### config.mk
export PLATFORM = sky130hd
export DESIGN_NAME = ysyx_24070016_seq_ctrl
export DESIGN_NICKNAME = d
export VERILOG_FILES = /design/src/rtl/ysyx_24070016_seq_ctrl.sv
export SDC_FILE = /design/constraint.sdc
export NUM_CORES = 1
export LEC_CHECK = 0
export BUFFER_PORTS_ARGS = -buffer_cell sky130_fd_sc_hd__clkbuf_2
export CAP_MARGIN = 20
export CORE_AREA = 2 2 155 157
export DETAILED_ROUTE_END_ITERATION = 16
export DIE_AREA = 0 0 157 159
export GPL_ROUTABILITY_DRIVEN = 0
export GPL_TIMING_DRIVEN = 0
export PLACE_DENSITY_LB_ADDON = 0.25
export SYNTH_ARGS = -nofsm -noshare
export SYNTH_HDL_FRONTEND = slang
export SYNTH_SLANG_ARGS = --single-unit
### constraint.sdc
create_clock -name clk -period 4.5 [get_ports clk]
set_input_delay 0.9 -clock clk [delete_from_list [all_inputs] [get_ports clk]]
set_output_delay 0.9 -clock clk [all_outputs]
set_load 0.02 [all_outputs]
### src/rtl/ysyx_24070016_seq_ctrl.sv
// Multi-cycle instruction sequencer: owns PC and IR and fetches over a valid/ready request.
// It steps each instruction through decode/execute/write-back and halts on ebreak, bus error or misaligned PC.
module ysyx_24070016_seq_ctrl #(
   parameter logic [31:0] RESET_PC = 32'h8000_0000
) (
   input  logic        clk,
   input  logic        rst,
   output logic        ifu_req_valid,
   input  logic        ifu_req_ready,
   output logic [31:0] ifu_req_addr,
   input  logic        ifu_resp_valid,
   input  logic [31:0] ifu_resp_data,
   input  logic        ifu_resp_err,
   output logic [31:0] inst,
   input  logic        dec_rf_wen,
   input  logic        dec_ebreak,
   input  logic [31:0] next_pc,
   input  logic [31:0] halt_ret,
   output logic [31:0] pc,
   output logic        rf_we,
   output logic        commit,
   output logic [31:0] commit_pc,
   output logic        halt,
   output logic        fault,
   output logic [31:0] halt_code,
   output logic [63:0] instret,
   output logic [63:0] cycles
);

   localparam logic [31:0] NOP = 32'h0000_0013;

   typedef enum logic [2:0] {
      S_FETCH_REQ  = 3'd0,
      S_FETCH_WAIT = 3'd1,
      S_DECODE     = 3'd2,
      S_EXEC       = 3'd3,
      S_WB         = 3'd4,
      S_HALT       = 3'd5
   } state_e;

   state_e      state_q;
   logic [31:0] pc_q;
   logic [31:0] inst_q;
   logic        halt_q;
   logic        fault_q;
   logic [31:0] halt_code_q;
   logic [63:0] instret_q;
   logic [63:0] cycles_q;

   logic [63:0] instret_d;
   logic [63:0] cycles_d;
   logic        in_wb;
   logic        misalign;

   assign in_wb     = (state_q == S_WB);
   assign misalign  = |next_pc[1:0];
   assign instret_d = instret_q + 64'd1;
   assign cycles_d  = cycles_q + 64'd1;

   // ebreak wins over misalignment: it still retires, but never writes the register file
   assign rf_we  = in_wb & dec_rf_wen & ~dec_ebreak & ~misalign;
   assign commit = in_wb & (dec_ebreak | ~misalign);

   assign ifu_req_valid = (state_q == S_FETCH_REQ);
   assign ifu_req_addr  = pc_q;
   assign inst          = inst_q;
   assign pc            = pc_q;
   assign commit_pc     = pc_q;
   assign halt          = halt_q;
   assign fault         = fault_q;
   assign halt_code     = halt_code_q;
   assign instret       = instret_q;
   assign cycles        = cycles_q;

   always_ff @(posedge clk) begin
      if (rst) begin
         state_q     <= S_FETCH_REQ;
         pc_q        <= RESET_PC;
         inst_q      <= NOP;
         halt_q      <= 1'b0;
         fault_q     <= 1'b0;
         halt_code_q <= 32'h0;
         instret_q   <= 64'h0;
         cycles_q    <= 64'h0;
      end else begin
         if (state_q != S_HALT) begin
            cycles_q <= cycles_d;
         end
         case (state_q)
            S_FETCH_REQ: begin
               if (ifu_req_ready) begin
                  state_q <= S_FETCH_WAIT;
               end
            end
            S_FETCH_WAIT: begin
               if (ifu_resp_valid) begin
                  if (ifu_resp_err) begin
                     halt_q  <= 1'b1;
                     fault_q <= 1'b1;
                     state_q <= S_HALT;
                  end else begin
                     inst_q  <= ifu_resp_data;
                     state_q <= S_DECODE;
                  end
               end
            end
            S_DECODE: state_q <= S_EXEC;
            S_EXEC:   state_q <= S_WB;
            S_WB: begin
               if (dec_ebreak) begin
                  instret_q   <= instret_d;
                  halt_code_q <= halt_ret;
                  halt_q      <= 1'b1;
                  state_q     <= S_HALT;
               end else if (misalign) begin
                  halt_q  <= 1'b1;
                  fault_q <= 1'b1;
                  state_q <= S_HALT;
               end else begin
                  pc_q      <= next_pc;
                  instret_q <= instret_d;
                  state_q   <= S_FETCH_REQ;
               end
            end
            S_HALT:  state_q <= S_HALT;
            default: state_q <= S_FETCH_REQ;
         endcase
      end
   end

endmodule

==> summary.md <==
| Metric | Value |
|---|---|
| Final non-filler cell total | `2037` |
| Total number of vias | `approximately 11000` |
| Layout cell share with drive strength beyond 1 | `30.4%` |
| Clock Path Buffers | `3` |
| # H-tree levels | `1` |
| Clock transition at path regs | `around 60 ps` |
| Clock skew | `8.45 ps` |
| Final hold viol count | `0` |
| Hold buffer count at cts | `0` |
| Pre-antenna DRT Iters | `5` |
| Vias per cell | `~5.3` |
| Pins Over Slew Limit | `0` |
| Number of gates resized after CTS | `0` |
| Final antenna-violating net count | `0` |
| Die width | `about 160 µm` |
| Initial antenna violation count | `5` |
| CTS tree | `done` |
| Synth Register Bits | `229` |
| Postcts setup bufs | `0` |
| Syn. warnings | `0` |
| Worst min path class | `reg2reg` |
| XOR/XNOR Fraction of Synth Area | `~4.7%` |
| Post-Route WL | `34.9 mm` |
| Pre-CTS setup slack | `799 ps` |
| Remaining global-route overflow | `0` |
| Max IR drop VDD | `223 µV` |
| Synth Flop Type | `dfxtp_1` |
| WP data arrival | `around 2800 ps` |
| Sequential-to-total area share from yosys stat | `44.8%` |
| FF-to-FF setup slack | `around 1700 ps` |
| Synth Area in Adders | `0.244%` |
| R2r worst-path depth | `6` |
| Die Area | `25000 µm²` |
| Worst relative slew slack | `37.5%` |
| Fin crit period | `3710 ps` |
| Largest net degree at the start of global routing | `14` |
| Starting Density | `between 40% and 50%` |
| Area Overhead vs Synth | `32.1%` |
| Syn_nets | `1380` |
| Mux cell area share after synthesis | `0.745%` |
| CTS buffer count | `25` |
| Number of instances in the placed design | `1988` |
| Fin crit share | `about 82%` |
| Synth Area in Compound Gates | `12.6%` |
| Clock Latency Late Sink | `520 ps` |
| DR WL/cell | `17.1 µm` |
| Remaining DRCs | `0` |
| Cell area power density | `333 nW/µm²` |
| First-pass GRT wire length | `53.9 mm` |
| CP max FO | `10` |
| Hold WS | `452 ps` |
| Worst setup SP type | `flop` |
| Critical R2R Capture | `cycles[63]` |
| Largest family of logic cells by synthesized area | `simple AND/OR/NAND/NOR gates` |
| Setup CP Type | `reg2out` |
| Die H | `159 µm` |
| Simple-gate share of the synthesized area | `28.8%` |
| Worst-margin pin slew | `930 ps` |
| Required @ worst endpoint | `3600 ps` |
| FP Rows | `56` |
| DP HPWL | `26.5 mm` |
| Status | `finished, final reports clean` |
| List of most frequent post-synthesis cells | `nand2_1 (246), dfxtp_1 (229), a21oi_1 (163), nor2_1 (81), clkbuf_1 (70)` |
| Final setup viols | `0` |
| # port buffers | `394` |
| Yosys top cell area share | `44.8%` |
| Synth area leader | `dfxtp_1` |
| TNS Setup | `0 ps` |
| Final net count | `1801` |
| CTS sink count | `229` |
| Netlist cell types | `45` |
| Crit. End Element | `primary output` |
| CTS root buffer | `clkbuf_16` |
| Hold Path Sink | `inst[16]` |
| P_leak | `approximately 5.5 nW` |
| RSZ-0062 raised after global routing | `false` |
| Hold depth | `2` |
| Post-Synthesis Cells | `1275` |
| Vias in the first global route | `between 9000 and 10000` |
| First DRT Iteration DRCs | `739` |
| # Max-Cap Violations | `0` |
| Fraction of registers with async set/reset | `0%` |
| All-Layer GR Usage | `26.7%` |
| Final WS setup | `789 ps` |
| Hold Crit Start | `inst[16]` |
| Setup crit start | `state_q[2]` |
| Post-synth EDFFs | `0` |
| Count leader, synth | `nand2_1` |
| CORE AREA | `23200 µm²` |
| Syn avg cell area | `8.03 µm²` |
| Mapped Area | `a little over 10000 µm²` |
| I/O pin total | `approximately 400` |
| Worst r2r src | `cycles[27]` |
| Max frequency | `0.270 GHz` |
| Largest cells by area after synthesis | `dfxtp_1 (45%), nand2_1 (9.0%), a21oi_1 (8.0%), buf_4 (4.7%), nand4_1 (3.2%)` |
## placed cells by master, fill, tap and decap left out, types with 35 or more instances in the layout
| cell type | netlist | final |
|---|---|---|
| clkbuf_2 | 0 | 394 |
| nand2_1 | 246 | 246 |
| dfxtp_1 | 229 | 229 |
| a21oi_1 | 163 | 163 |
| nor2_1 | 81 | 81 |
| clkbuf_1 | 70 | 70 |
| buf_4 | 64 | 64 |
| nand4_1 | 53 | 53 |
| nand3_1 | 38 | 38 |
| xor2_1 | 35 | 35 |
## critical path, stage by stage (launching register included)
cell	delay [ps]
dfxtp_1	420
or3b_1	470
nor2_1	490
clkbuf_1	540
and2_1	210
clkbuf_2	170
## cell type report
type	count	area [µm²]
Timing Repair Buffer	394	1970
Tap cell	319	399
Antenna cell	4	10.0
Multi-Input combinational cell	888	4820
Buffer	137	757
Sequential cell	229	4580
Clock inverter	11	158
Inverter	21	78.8
Fill cell	2157	9660
Clock buffer	34	749
## power breakdown
group	internal (mW)	switching, mW	total, mW
Sequential	2.05	0.0175	2.06
Combinational	0.0774	0.137	0.214
Clock	1.39	0.841	2.23
Total	3.51	0.995	4.51
## kinds of logic after synthesis
group           count (synthesis)
compound gates                235
flops                         229
mux                             7
buf+inv                       158
simple gates                  589
xor+xnor                       55
fa+ha+maj                       2
## registers in the layout (all words and copies together) (netlist names)
| signal | flops |
|---|---|
| halt | 1 |
| state_q | 3 |
| inst | 32 |
| cycles | 64 |
| instret | 64 |
| commit_pc | 32 |
| fault | 1 |
| halt_code | 32 |
## through the flow
stage / power, mW / cell area [µm²] / util, %
floorplan: 2.22 / 10200 / -
global placement: 2.32 / 12600 / 54.4
detailed placement: 2.32 / 12600 / 54.4
CTS: 4.56 / 13500 / 58.3
global route: 4.66 / 13500 / 58.3
finish: 4.51 / 13500 / 58.3
## routing by layer
| layer | global-route usage, % | up-vias | share of wire (%) |
|---|---|---|---|
| met3 | 4.74 | 96 | 7.5 |
| met2 | 44.9 | 453 | 48 |
| li1 | - | 5261 | - |
| met4 | 9.17 | 4 | 3.4 |
| met5 | 0 | - | 0.077 |
| met1 | 34.5 | 5050 | 41 |
## worst max path at each step
| stage | endpoint | slack (ps) | depth (start not counted) |
|---|---|---|---|
| after floorplan | rf_we | 1530 | 4 |
| after detailed placement | rf_we | 800 | 6 |
| after global placement | rf_we | 780 | 6 |
| after CTS | rf_we | 710 | 5 |
| final | rf_we | 790 | 5 |
| after global routing | rf_we | 580 | 5 |
Power figures use the tool's default switching activity.
